## src/rtl/ccff_chain_loader.sv

```systemverilog
// Configuration-chain loader: serializes host words MSB-first into ccff_head,
// optionally recirculates the chain once and compares CRC-16/CCITT of loaded vs read-back bits.
module ccff_chain_loader #(
    parameter int WORD_W    = 8,
    parameter int CHAIN_LEN = 1024,
    parameter int CNT_W     = $clog2(CHAIN_LEN + 1)
) (
    input  logic              prog_clk,
    input  logic              prog_reset_n,
    input  logic              start,
    input  logic              verify_en,
    input  logic [WORD_W-1:0] data_in,
    input  logic              data_valid,
    output logic              data_ready,
    output logic              ccff_head,
    output logic              ccff_shift_en,
    input  logic              ccff_tail,
    output logic              busy,
    output logic              done,
    output logic              verify_fail,
    output logic [15:0]       crc_out
);
    localparam int          BW       = $clog2(WORD_W + 1);
    localparam logic [15:0] CRC_POLY = 16'h1021;
    localparam logic [15:0] CRC_INIT = 16'hFFFF;

    typedef enum logic [1:0] {S_IDLE, S_LOAD, S_VERIFY, S_DONE} state_t;

    state_t            state_q, state_d;
    logic [WORD_W-1:0] buf_q, buf_d;
    logic [BW-1:0]     buf_cnt_q, buf_cnt_d;
    logic [CNT_W-1:0]  bits_left_q, bits_left_d;
    logic [15:0]       crc_load_q, crc_load_d;
    logic [15:0]       crc_rb_q, crc_rb_d;
    logic [15:0]       crc_out_q, crc_out_d;
    logic              verify_q, verify_d;
    logic              done_q, done_d;
    logic              verify_fail_q, verify_fail_d;

    logic [31:0] bits_left_w, buf_cnt_w, remain_w;

    function automatic logic [15:0] crc_step(input logic [15:0] c, input logic b);
        logic fb;
        fb = c[15] ^ b;
        return {c[14:0], 1'b0} ^ (fb ? CRC_POLY : 16'h0000);
    endfunction

    assign bits_left_w = 32'(bits_left_q);
    assign buf_cnt_w   = 32'(buf_cnt_q);

    always_comb begin
        state_d       = state_q;
        buf_d         = buf_q;
        buf_cnt_d     = buf_cnt_q;
        bits_left_d   = bits_left_q;
        crc_load_d    = crc_load_q;
        crc_rb_d      = crc_rb_q;
        crc_out_d     = crc_out_q;
        verify_d      = verify_q;
        done_d        = done_q;
        verify_fail_d = verify_fail_q;
        data_ready    = 1'b0;
        ccff_shift_en = 1'b0;
        ccff_head     = 1'b0;
        remain_w      = bits_left_w;

        case (state_q)
            S_IDLE, S_DONE: begin
                if (start) begin
                    state_d       = S_LOAD;
                    done_d        = 1'b0;
                    verify_fail_d = 1'b0;
                    bits_left_d   = CNT_W'(CHAIN_LEN);
                    buf_cnt_d     = '0;
                    crc_load_d    = CRC_INIT;
                    crc_rb_d      = CRC_INIT;
                    verify_d      = verify_en;
                end
            end
            S_LOAD: begin
                // Refill while the last buffered bit goes out, so words stream without a bubble.
                data_ready = (buf_cnt_w <= 32'd1) && (bits_left_w > buf_cnt_w);
                if (buf_cnt_q != '0) begin
                    ccff_shift_en = 1'b1;
                    ccff_head     = buf_q[WORD_W-1];
                    buf_d         = buf_q << 1;
                    buf_cnt_d     = buf_cnt_q - BW'(1);
                    bits_left_d   = bits_left_q - CNT_W'(1);
                    remain_w      = bits_left_w - 32'd1;
                    crc_load_d    = crc_step(crc_load_q, buf_q[WORD_W-1]);
                    if (bits_left_w == 32'd1) begin
                        if (verify_q) begin
                            state_d     = S_VERIFY;
                            bits_left_d = CNT_W'(CHAIN_LEN);
                        end else begin
                            state_d       = S_DONE;
                            done_d        = 1'b1;
                            crc_out_d     = crc_load_d;
                            verify_fail_d = 1'b0;
                        end
                    end
                end
                if (data_ready && data_valid) begin
                    buf_d     = data_in;
                    // A short final word keeps only the bits the chain still needs.
                    buf_cnt_d = (remain_w > 32'(WORD_W)) ? BW'(WORD_W) : BW'(remain_w);
                end
            end
            S_VERIFY: begin
                ccff_shift_en = 1'b1;
                ccff_head     = ccff_tail;
                crc_rb_d      = crc_step(crc_rb_q, ccff_tail);
                bits_left_d   = bits_left_q - CNT_W'(1);
                if (bits_left_w == 32'd1) begin
                    state_d       = S_DONE;
                    done_d        = 1'b1;
                    crc_out_d     = crc_load_q;
                    verify_fail_d = (crc_rb_d != crc_load_q);
                end
            end
            default: state_d = S_IDLE;
        endcase
    end

    always_ff @(posedge prog_clk or negedge prog_reset_n) begin
        if (!prog_reset_n) begin
            state_q       <= S_IDLE;
            buf_q         <= '0;
            buf_cnt_q     <= '0;
            bits_left_q   <= '0;
            crc_load_q    <= CRC_INIT;
            crc_rb_q      <= CRC_INIT;
            crc_out_q     <= '0;
            verify_q      <= 1'b0;
            done_q        <= 1'b0;
            verify_fail_q <= 1'b0;
        end else begin
            state_q       <= state_d;
            buf_q         <= buf_d;
            buf_cnt_q     <= buf_cnt_d;
            bits_left_q   <= bits_left_d;
            crc_load_q    <= crc_load_d;
            crc_rb_q      <= crc_rb_d;
            crc_out_q     <= crc_out_d;
            verify_q      <= verify_d;
            done_q        <= done_d;
            verify_fail_q <= verify_fail_d;
        end
    end

    assign busy        = (state_q == S_LOAD) || (state_q == S_VERIFY);
    assign done        = done_q;
    assign verify_fail = verify_fail_q;
    assign crc_out     = crc_out_q;
endmodule

```

## config.mk

```make
export PLATFORM = sky130hd
export DESIGN_NAME = ccff_chain_loader
export DESIGN_NICKNAME = d
export VERILOG_FILES = /design/src/rtl/ccff_chain_loader.sv
export SDC_FILE = /design/constraint.sdc
export NUM_CORES = 1
export LEC_CHECK = 0
export CAP_MARGIN = 10
export CORE_MARGIN = 1.5
export CORE_UTILIZATION = 55
export DETAILED_ROUTE_END_ITERATION = 16
export GPL_TIMING_DRIVEN = 0
export PLACE_DENSITY = 0.8
export REMOVE_ABC_BUFFERS = 1
export SETUP_SLACK_MARGIN = 0.2
export SLEW_MARGIN = 20
export SYNTH_ARGS = -nofsm -noshare
export SYNTH_HDL_FRONTEND = slang
export SYNTH_SLANG_ARGS = --single-unit
```

## constraint.sdc

```tcl
create_clock -name prog_clk -period 3.3 [get_ports prog_clk]
set_input_delay 0.33 -clock prog_clk [delete_from_list [all_inputs] [get_ports prog_clk]]
set_output_delay 0.33 -clock prog_clk [all_outputs]
set_load 0.01 [all_outputs]
```

---- After elaboration in Yosys (flattened, before gate mapping) ----
Index checks and enable logic that the tools add are counted.
Widths: inputs -> output; s select.
word-level totals
  input port bits ......................... 14
  bits in registers ....................... 76
  output and inout bits ................... 22
operators by class
  bitwise gates (word level) .............. 4
  $lt $le $gt $ge ......................... 3
  muxes and demuxes ....................... 47
  equal/unequal tests ..................... 11
  add/subtract/negate cells ............... 3
  reduce and logical (&&, ||, !) cells .... 19
operators by type and width
  kind                   count
  $mux 16                6
  $pmux 16 s2            3
  $mux 32                2
  $mux 11                4
  $pmux 11 s3            1
  $gt 32x4->1 const B    1
  $xor 16x13->16         2
  $mux 13                2
  $mux 4                 4
  $mux 8                 2
  $ne 16x16->1           1
  $mux 1                 13
  $sub 11x1->12 const B  1
  $eq 11x1->1 const B    1
  $gt 11x4->1            1
  $sub 11x1->11 const B  1
  $ne 2x2->1 const B     5
  $reduce_and 5->1       2
  $mux 2                 4
  $pmux 4 s2             1
  $reduce_and 2->1       4
  $reduce_bool 2->1      4
  $pmux 1 s3             2
  $pmux 2 s3             1
  14 further kinds       19

---- Logic depth before layout (Yosys ltp) ----
  depth after elaboration ................. 7
  depth in mapped cells ................... 10
  mapped depth without buffers ............ 9

---- Least setup slack after synthesis ----
OpenSTA, ideal clock, no wires.
  kind .................................... reg-to-reg
  from .................................... reg buf_cnt_q[0]
  to ...................................... reg buf_cnt_q[3]
  path slack .............................. 1,016 ps
  required time ........................... 3,161 ps
  stages on the path, launching flop included .. 10
  arrival time ............................ 2,145 ps
  clock period less this slack ............ 2,284 ps
  path buffers ............................ 2
  path through ............................ dfrtp_1 -> inv_1 -> ha_1 -> or3b_2 -> clkbuf_1 -> clkbuf_1 -> nand2_1 -> xnor2_1 -> a2111oi_0 -> a21oi_1
on the way
  cells in the longest elaborated chain, start to end .. 7
  elaborated cells between the ends (all ways) .. 15
  those cells by class .................... 1 x add/sub; 3 x order compare; 1 x eq/ne; 6 x mux; 4 x reduce/logical
RTL lines
  item                      line  RTL
  start: declaration        31    logic [BW-1:0] buf_cnt_q, buf_cnt_d;
  start signal: assignment  140   buf_cnt_q <= buf_cnt_d;
  $reduce_bool 4->1         83    if (buf_cnt_q != '0) begin
  $mux 32                   83
  $mux 32                   67    case (state_q)
  $gt 32x4->1               106   buf_cnt_d = (remain_w > 32'(WORD_W)) ? BW'(WORD_W) : BW'(remain_w);
  $mux 4                    106
  $mux 4                    103   if (data_ready && data_valid) begin
  $pmux 4 s2                67
Parallel ways exist; a longest one is shown, timed or not. The select of a mux whose other input is x is not followed.
A chain may end at the register's enable or synchronous reset.

---- Worst setup path in the final report ----
  from .................................... reg buf_cnt_q[1]
  to ...................................... out ccff_head
on the way
  cells in the longest elaborated chain, start to end .. 3
RTL lines
  item               line  RTL
  $reduce_bool 4->1  83
  $mux 1             83
  $pmux 1 s2         67
  end: declaration   15    output logic ccff_head,
Every way passes these cells.

==> summary.md <==
| Metric | Value |
|---|---|
| Filler Cells Inserted | `594` |
| # Post-CTS Setup Buffers | `0` |
| Fin. Hold Viols | `0` |
| Sw Share | `0.255` |
| Starting Density | `0.572` |
| CTS buffer count | `9` |
| Max Slew Vio Count | `0` |
| IO buf count | `35` |
| Die area | `8120 sq um` |
| Diodes inserted | `0` |
| Sw power | `588 uW` |
| WP depth | `6` |
| Fin crit period | `2.94 ns` |
| Final Power | `2.31 mW` |
| IO Pins | `36` |
| Leakage power | `1.99 nW` |
| Vias in the first global route | `3071` |
| Area Overhead vs Synth | `15.3%` |
| Synth warnings | `0` |
| Type of destination of the critical path | `primary output` |
| Vias | `3323` |
| Final period util | `0.892` |
| Synth area leaders | `dfrtp_1 (26%), dfstp_2 (20%), o22a_1 (6.1%)` |
| Worst hold-check path type | `in -> async` |
| Area share of the largest cell type after synthesis | `0.264` |
| DRT iter0 DRCs | `202` |
| CTS max path bufs | `2` |
| Buf/Inv on CP | `2` |
| Routed Antenna Nets | `0` |
| Synth unique cells | `58` |
| Core area | `7290 sq um` |
| CP required | `2.97 ns` |
| FFs w/ async S/R, synth | `1.00` |
| Peak VDD IR | `0.249 mV` |
| Crit-path max cell delay | `0.53 ns` |
| Register share of total power | `0.526` |
| CTS tree | `yes` |
| Detailed-route DRC error count | `0` |
| CP Launch Type | `flop` |
| Post-route clock skew | `0.0132 ns` |
| Latest clock arrival within the worst-skew pair | `0.36 ns` |
| Largest net degree at the start of global routing | `61` |
| GRT Overall Usage | `0.230` |
| CP Cell Sequence | `inv_1 > ha_1 > or3b_4 > a32oi_1 > nor2_1 > clkdlybuf4s50_1` |
| Count of state elements after synthesis | `76` |
| Fin nets | `471` |
| Initial antenna violation count | `0` |
| DR vias/cell | `6.03` |
| Final number of setup-violating endpoints | `0` |
| Mapped Cells | `425` |
| Maximum clock frequency | `0.340 GHz` |
| Mapped Area | `4170 sq um` |
| Overflow after GRT | `0` |
| Power per cell area | `479 nW/um^2` |
| Synth area leader | `dfrtp_1` |
| Total wire length | `8900 microns` |
| Status | `completed` |
| R2r worst-path depth | `7` |
| Top_reg_cell synth | `dfrtp_1` |
| Global-route wire length before repair | `15000 microns` |
| Worst-path clk slew | `0.08 ns` |
| Crit-path max FO | `16` |
| Die W | `90.1 microns` |
| Top delay family on crit path | `buffers and inverters` |
| Rows | `31` |
| Hpwl dp | `6110 microns` |
| Finished Cell Area | `4810 sq um` |
| Placed Area | `4560 sq um` |
| DR WL/cell | `16.2 microns` |
| Worst EP arrival | `2.61 ns` |
| Slew @ Worst Pin | `0.885 ns` |
| Part of the power in combinational logic | `0.118` |
| Unrepaired setup endpoints after global routing | `no` |
| Post-synthesis sequential area ratio | `0.465` |
| WS Path Type | `reg -> out` |
| Die Span Y | `90.1 microns` |
| Mean Syn Cell Area | `9.82 sq um` |
| Max H-tree Level | `3` |
| Drt first pass iters | `5` |
| Slew margin rel. | `0.408` |
| Clk root buf | `clkbuf_8` |
| Internal Pwr Total | `1.72 mW` |
| Placer congestion estimate | `0.912` |
| Share of cells above drive strength 1 | `0.173` |
| Sink Count | `76` |
| Critical-path top delay cell | `or3b_4` |
| MaxCap Viol Count | `0` |
| Post-synth EDFFs | `0` |
| Clock power share | `0.356` |
## final timing paths
kind	to	slack [ns]	startpoint
worst max-delay path	ccff_head	0.36	buf_cnt_q[1]
worst min-delay path	buf_q[3]	0.39	prog_reset_n
worst max register to register	crc_load_q[6]	0.40	buf_cnt_q[1]
worst min register to register	crc_out[15]	0.48	crc_out[15]
max in group asynchronous	crc_load_q[11]	2.29	prog_reset_n
min in group prog_clk	crc_out[15]	0.48	crc_out[15]
## layout by cell type, fill, tap and decap left out, drive strengths merged, types with 4 or more instances in the layout
cell           count
nor3               5
nand2             49
a31oi              7
a21oi             28
o22a              29
dfstp             32
nor2              32
ha                10
a211oi             4
mux2i             14
dfrtp             44
inv               12
nand4              8
o21ai             33
xnor2             14
clkbuf            10
xor2              14
o22ai             10
nand3             10
clkdlybuf4s50     34
nor4               8
## state kept, by name, indices dropped and copies added, names as in the netlist
signal       cells
bits_left_q     11
verify_q         1
verify_fail      1
state_q          2
crc_rb_q        16
crc_out         16
done             1
buf_cnt_q        4
crc_load_q      16
buf_q            8
## through the flow
stage	setup slack, ns	cells	utilization	setup TNS (ns)	hold slack [ns]
3_3_place_gp	-0.978	532	0.620	-33.05	0.461
6_report	0.356	551	0.660	0	0.390
2_1_floorplan	-0.0865	398	-	-0.0865	0.0344
3_5_place_dp	0.191	534	0.626	0	0.223
4_1_cts	0.232	551	0.660	0	0.376
5_1_grt	0.206	551	0.660	0	0.399
## timing repair
item | 4_1_cts | 5_1_grt
resized for setup | 2 | 1
hold buffers | 1 | 0
setup endpoints to repair | 17 | 2
endpoints found under the hold margin | 16 | 0
## power groups by stage
| stage | clock (mW) | combinational, mW | sequential [mW] |
|---|---|---|---|
| after global routing | 0.883 | 0.305 | 1.23 |
| after floorplan | 0 | 0.200 | 1.20 |
| after CTS | 0.832 | 0.275 | 1.21 |
| final | 0.820 | 0.272 | 1.21 |
| after detailed placement | 0 | 0.273 | 1.23 |
| after global placement | 0 | 0.258 | 1.23 |
## cells in the mapped netlist (3+ instances only)
cell type and n:
clkbuf_1 19, nor2_1 32, xor2_1 14, a21oi_1 23, a31oi_1 7, nand4_1 8, o22ai_2 5, a211oi_1 4
dfstp_2 32, buf_2 4, o22ai_1 5, inv_1 10, dfrtp_1 44, o22a_1 29, xnor2_1 14, ha_1 10
a32oi_1 3, nand2_1 47, nand3_1 10, nor4_1 8, nor3_1 5, mux2i_1 14, a21oi_2 5, o21ai_0 30
o21ai_1 3
## cell families after synthesis
| family | count (synthesis) | synth area share |
|---|---|---|
| compound gates | 128 | 0.218 |
| flops | 76 | 0.465 |
| simple gates | 131 | 0.152 |
| xor+xnor | 28 | 0.0588 |
| buf+inv | 37 | 0.0399 |
| mux | 15 | 0.0363 |
| fa+ha+maj | 10 | 0.0300 |
## layout make-up
cell class	instances	area [sq um]	share of cell area
multi-input cells	312	2090	0.434
clock buffers	10	138	0.0286
well taps	99	124	0.0257
clock inverters	6	93.8	0.0195
repair buffers	38	390	0.0811
flip-flops and latches	76	1940	0.404
inverters	10	37.5	0.00780
## per-layer routing
metal | up-vias | GRT usage | share of wire
met2 | 112 | 0.343 | 0.46
met4 | 0 | 0.0926 | 0.018
li1 | 1588 | - | -
met1 | 1605 | 0.326 | 0.47
met5 | - | 0 | 0
met3 | 18 | 0.0491 | 0.055
(Power assumes the default switching activity.)
